## src/rtl/pipe_hazard_ctrl.sv

```systemverilog
// Hazard/forwarding controller for the 5-stage core: a shadow pipeline of
// destination tags (EX/MEM/WB) drives stall, bubble, flush and forward selects.

module phc_opnd_match #(
  parameter int RA_W    = 4,
  parameter int R0_ZERO = 0
) (
  input  logic                 rd_en_i,
  input  logic [RA_W-1:0]      ra_i,
  input  logic [2:0]           wr_vld_i,
  input  logic [2:0][RA_W-1:0] wa_i,
  output logic [2:0]           hit_o
);
  logic r0_skip;
  assign r0_skip = (R0_ZERO != 0) && (ra_i == '0);

  always_comb begin
    hit_o = '0;
    for (int s = 0; s < 3; s++)
      hit_o[s] = rd_en_i && wr_vld_i[s] && (wa_i[s] == ra_i) && !r0_skip;
  end
endmodule

module pipe_hazard_ctrl #(
  parameter int RA_W    = 4,
  parameter int FWD_EN  = 1,
  parameter int R0_ZERO = 0,
  parameter int CNT_W   = 16
) (
  input  logic                clk,
  input  logic                rst,
  input  logic                dec_valid,
  input  logic [3*RA_W-1:0]   dec_ra,
  input  logic [2:0]          dec_use,
  input  logic                dec_wr_en,
  input  logic [RA_W-1:0]     dec_wa,
  input  logic                dec_is_load,
  input  logic                ex_branch_taken,
  output logic                stall,
  output logic                bubble_de,
  output logic                flush_fd,
  output logic                flush_de,
  output logic [5:0]          fwd_sel,
  output logic [CNT_W-1:0]    stall_cnt,
  output logic [CNT_W-1:0]    flush_cnt
);
  typedef struct packed {
    logic                 vld;
    logic                 wr_en;
    logic [RA_W-1:0]      wa;
    logic                 is_load;
    logic [2:0][RA_W-1:0] ra;
    logic [2:0]           rd_en;
  } slot_t;

  slot_t dec_s, ex_d, ex_q, mem_q, wb_q;

  // Decode compares against slots 0=EX,1=MEM,2=WB; EX compares against 0=MEM,1=WB.
  logic [2:0]           dec_wv, ex_wv;
  logic [2:0][RA_W-1:0] dec_wa_v, ex_wa_v;
  logic [2:0][2:0]      dec_hit, ex_hit;
  logic                 haz;
  logic [CNT_W-1:0]     stall_cnt_q, stall_cnt_d, flush_cnt_q, flush_cnt_d;

  always_comb begin
    dec_s.vld     = dec_valid;
    dec_s.wr_en   = dec_wr_en;
    dec_s.wa      = dec_wa;
    dec_s.is_load = dec_is_load;
    dec_s.ra      = dec_ra;
    dec_s.rd_en   = dec_use;
  end

  assign dec_wv   = {wb_q.vld && wb_q.wr_en, mem_q.vld && mem_q.wr_en, ex_q.vld && ex_q.wr_en};
  assign dec_wa_v = {wb_q.wa, mem_q.wa, ex_q.wa};
  assign ex_wv    = {1'b0, wb_q.vld && wb_q.wr_en, mem_q.vld && mem_q.wr_en};
  assign ex_wa_v  = {{RA_W{1'b0}}, wb_q.wa, mem_q.wa};

  for (genvar i = 0; i < 3; i++) begin : g_op
    phc_opnd_match #(.RA_W(RA_W), .R0_ZERO(R0_ZERO)) u_dec (
      .rd_en_i (dec_use[i]),
      .ra_i    (dec_s.ra[i]),
      .wr_vld_i(dec_wv),
      .wa_i    (dec_wa_v),
      .hit_o   (dec_hit[i])
    );
    phc_opnd_match #(.RA_W(RA_W), .R0_ZERO(R0_ZERO)) u_ex (
      .rd_en_i (ex_q.rd_en[i]),
      .ra_i    (ex_q.ra[i]),
      .wr_vld_i(ex_wv),
      .wa_i    (ex_wa_v),
      .hit_o   (ex_hit[i])
    );
  end

  always_comb begin
    haz = 1'b0;
    for (int i = 0; i < 3; i++) begin
      if (FWD_EN != 0) haz = haz | (dec_hit[i][0] && ex_q.is_load);
      else             haz = haz | (|dec_hit[i]);
    end
    // A taken branch kills the decode instruction, so it never stalls.
    stall     = !rst && dec_valid && haz && !ex_branch_taken;
    bubble_de = stall;
    flush_fd  = !rst && ex_branch_taken;
    flush_de  = flush_fd;

    // A loaded value is not ready in MEM, so a MEM load falls through to WB.
    fwd_sel = '0;
    if (FWD_EN != 0 && ex_q.vld) begin
      for (int i = 0; i < 3; i++) begin
        if (ex_hit[i][0] && !mem_q.is_load) fwd_sel[2*i +: 2] = 2'd1;
        else if (ex_hit[i][1])              fwd_sel[2*i +: 2] = 2'd2;
      end
    end

    ex_d        = (dec_valid && !stall && !flush_de) ? dec_s : '0;
    stall_cnt_d = (stall && !(&stall_cnt_q)) ? stall_cnt_q + CNT_W'(1) : stall_cnt_q;
    flush_cnt_d = (flush_fd && !(&flush_cnt_q)) ? flush_cnt_q + CNT_W'(1) : flush_cnt_q;
  end

  always_ff @(posedge clk or posedge rst) begin
    if (rst) begin
      ex_q        <= '0;
      mem_q       <= '0;
      wb_q        <= '0;
      stall_cnt_q <= '0;
      flush_cnt_q <= '0;
    end else begin
      ex_q        <= ex_d;
      mem_q       <= ex_q;
      wb_q        <= mem_q;
      stall_cnt_q <= stall_cnt_d;
      flush_cnt_q <= flush_cnt_d;
    end
  end

  assign stall_cnt = stall_cnt_q;
  assign flush_cnt = flush_cnt_q;

  logic unused_bits;
  assign unused_bits = ^{mem_q.ra, mem_q.rd_en, wb_q.is_load, wb_q.ra, wb_q.rd_en,
                         ex_hit[0][2], ex_hit[1][2], ex_hit[2][2]};
endmodule

```

## config.mk

```make
export PLATFORM = sky130hd
export DESIGN_NAME = pipe_hazard_ctrl
export DESIGN_NICKNAME = d
export VERILOG_FILES = /design/src/rtl/pipe_hazard_ctrl.sv
export SDC_FILE = /design/constraint.sdc
export NUM_CORES = 1
export LEC_CHECK = 0
export ABC_AREA = 1
export CORE_ASPECT_RATIO = 1.5
export CORE_MARGIN = 2
export CORE_UTILIZATION = 30
export CTS_CLUSTER_SIZE = 16
export DETAILED_ROUTE_END_ITERATION = 6
export GPL_ROUTABILITY_DRIVEN = 0
export SLEW_MARGIN = 5
export SYNTH_ARGS = -nofsm -noshare
export SYNTH_HDL_FRONTEND = slang
export SYNTH_SLANG_ARGS = --single-unit
```

## constraint.sdc

```tcl
create_clock -name clk -period 5 [get_ports clk]
set_clock_uncertainty 0.1 [all_clocks]
set_input_delay 1 -clock clk [delete_from_list [all_inputs] [get_ports clk]]
set_output_delay 1 -clock clk [all_outputs]
set_load 0.01 [all_outputs]
```

==> impl_metrics.yaml <==
floorplan:
  dieArea_sq_um: 13300
  die_w_microns: 94.9
  rows: 49
  num_io_pins: 67
  core_sq_um: 12000
  initial_core_util_pct: 30.9
  die_height_microns: 140
sta:
  period_needed_ns: 3.92
  tns_ns: 0
  rsz0062_at_grt: "false"
  drv_slew: 0
  max_freq_ghz: 0.255
  worstMarginPinSlew_ns: 0.850
  setup-violations-final: 0
  final_hold_viol_count: 0
  hold_ws_ns: 0.271
  max-slew-margin-rel_pct: 43.3
  post-route-period-util_pct: 78.3
  fin_ws_ns: 1.08
route:
  first_pass_iters: 6
  drc_errors: 0
  avgRoutedWirePerCell_microns: 13.7
  finalWirelength_microns: 9800
  ant_nets: 0
  vias: 3379
  drtIter0Drc: 71
  via_per_inst: 4.72
power_and_ir_drop:
  power_mw: 1.49
  internal_power_mw: 1.11
  power-per-cell-area_nw_per_um2: 308
  swShare_pct: 25.4
  combPwrFrac_pct: 13.5
  power_frac_seq_pct: 41.8
  p_clk_share_pct: 44.7
  switchingPower_mw: 0.378
  p_leak_nw: 2.31
  vdd_drop_max_mv: 0.152
layout:
  syn_to_final_growth_pct: 30.1
  antenna_cells: 0
  fin_util_pct: 40.2
  fin_nets: 585
  final_cells: 716
  final_common_cell: "nand2_1"
  finalInstanceArea_sq_um: 4830
  mostFrequentLayoutCells: "146 x nand2_1, 68 x nor2_1, 67 x dfrtp_1"
  drive_gt1_share_pct: 6.04
synth:
  synth_warnings: 0
  synth-edff-count: 0
  synth-main-ff-cell: "dfrtp_1"
  avgSynthCellArea_sq_um: 7.60
  synth-seq-area-share_pct: 45.1
  ys_seq_elements: 67
  synthCells: 489
  synth.cell_area_sq_um: 3710
  syn-num-nets: 516
  synth_cell_types: 31
  synthArstFlopShare_pct: 100
place:
  port_buffers: 66
  dp_hpwl_microns: 7280
  placed_cells: 700
  pre_cts_slack_ns: 1.12
  place_area_sq_um: 4520
critical_path:
  cp.arrival_ns: 2.82
  start_kind: "input pin"
  criticalPathCategory: "input pin to output port"
  end_kind: "output port"
  r2r_cells: 9
  r2r-start: "dec_wa_v[1]"
  required_ns: 3.90
  endpoint: "bubble_de"
  rrSetupSlack_ns: 2.79
  cp_max_fo: 2
  reg2reg_to: "ex_q[11]"
  cp-startpoint: "dec_ra[0]"
clock_tree:
  cts-root-buf: "clkbuf_16"
  cts_hold_buffers: 0
  cts_resized: 0
  cts_buffer_depth: 2
  htree_levels: 3
  insertion_delay_ns: 0.33
  cts_tree: "yes"
  cts_buffers: 9
  clk_pin_slew_ns: 0.05
  cts_setup_buffers: 0
  clkSinkCount: 67
outcome:
  status: "completed"
grt:
  grt_max_degree: 68
  antenna_found_initial: 0
  globalRouteOverflowTotal: 0
  grt_pass1_wl_microns: 16200
  grt_usage_pct: 15.7
  grt_pass1_vias: 3456
min_path:
  hold_depth: 0
  hp-class: "flip-flop to flip-flop"
flow_run:
  cap_violations: 0
-- cell usage after synthesis, types with 3 or more instances --
cell type	number	area, sq um
xnor2_1	17	149
nand2_1	146	548
inv_1	64	240
dfrtp_1	67	1680
o21ai_0	12	60.1
xor2_1	17	149
nor3_1	13	65.1
buf_4	3	22.5
nand3_1	27	135
nor2_1	68	255
buf_2	4	20.0
nand4_1	22	138
-- layer usage --
metal  global-route usage, %  vias up  wire length [microns]
met5                       0        -                      0
met4                    9.15        0                    368
met3                    2.53       27                    334
met2                    27.8       87                   5170
met1                    17.3     1595                   3930
li1                        -     1670                      -
-- flip-flops by register name (all words and copies together) (netlist names) --
register,cells
flush_cnt,16
wb_q,2
stall_cnt,16
mem_q,3
dec_wa_v,12
ex_q,18
-- worst max-delay path, cell delays in order --
cell and delay (ns):
clkdlybuf4s50_1 0.48, inv_1 0.06, nand2_1 0.05, nand2_1 0.05
nor2_1 0.25, nand3_1 0.14, nand3_2 0.11, nand2_1 0.07
inv_1 0.08, clkdlybuf4s50_1 0.53
-- cell families (layout without fill, tap and decap cells) --
logic type | Yosys count | count (layout) | synth area share [%]
DFF | 67 | 67 | 45.1
AOI/OAI and AO/OA | 21 | 21 | 3.47
and+or+nand+nor | 288 | 288 | 34.1
xor gates and xnor gates | 34 | 34 | 8.02
adders and majority gates | 2 | 2 | 0.674
buffers and inverters | 77 | 151 | 8.62
-- how the worst min path moves through the flow --
| stage | endpoint | startpoint | slack (ns) |
|---|---|---|---|
| after floorplan | wb_q[20] | mem_q[20] | 0.25 |
| after global placement | wb_q[20] | mem_q[20] | 0.26 |
| after detailed placement | wb_q[20] | mem_q[20] | 0.27 |
| after CTS | wb_q[20] | mem_q[20] | 0.27 |
| after global routing | wb_q[20] | mem_q[20] | 0.29 |
| final | wb_q[20] | mem_q[20] | 0.27 |
-- layout make-up --
class,instances,area (sq um)
fill,1274,7180
multi-input combinational,345,1720
sequential,67,1680
timing repair buffer,69,683
inverter,66,248
clock buffer,9,225
tap,153,191
clock inverter,7,92.6
-- power groups by stage --
stage | clock network [mW] | registers, mW | logic (mW)
after CTS | 0.686 | 0.622 | 0.204
after global placement | 0 | 0.631 | 0.201
after detailed placement | 0 | 0.632 | 0.202
after floorplan | 0 | 0.631 | 0.103
after global routing | 0.710 | 0.627 | 0.226
final | 0.664 | 0.621 | 0.201
Power figures use the tool's default switching activity.
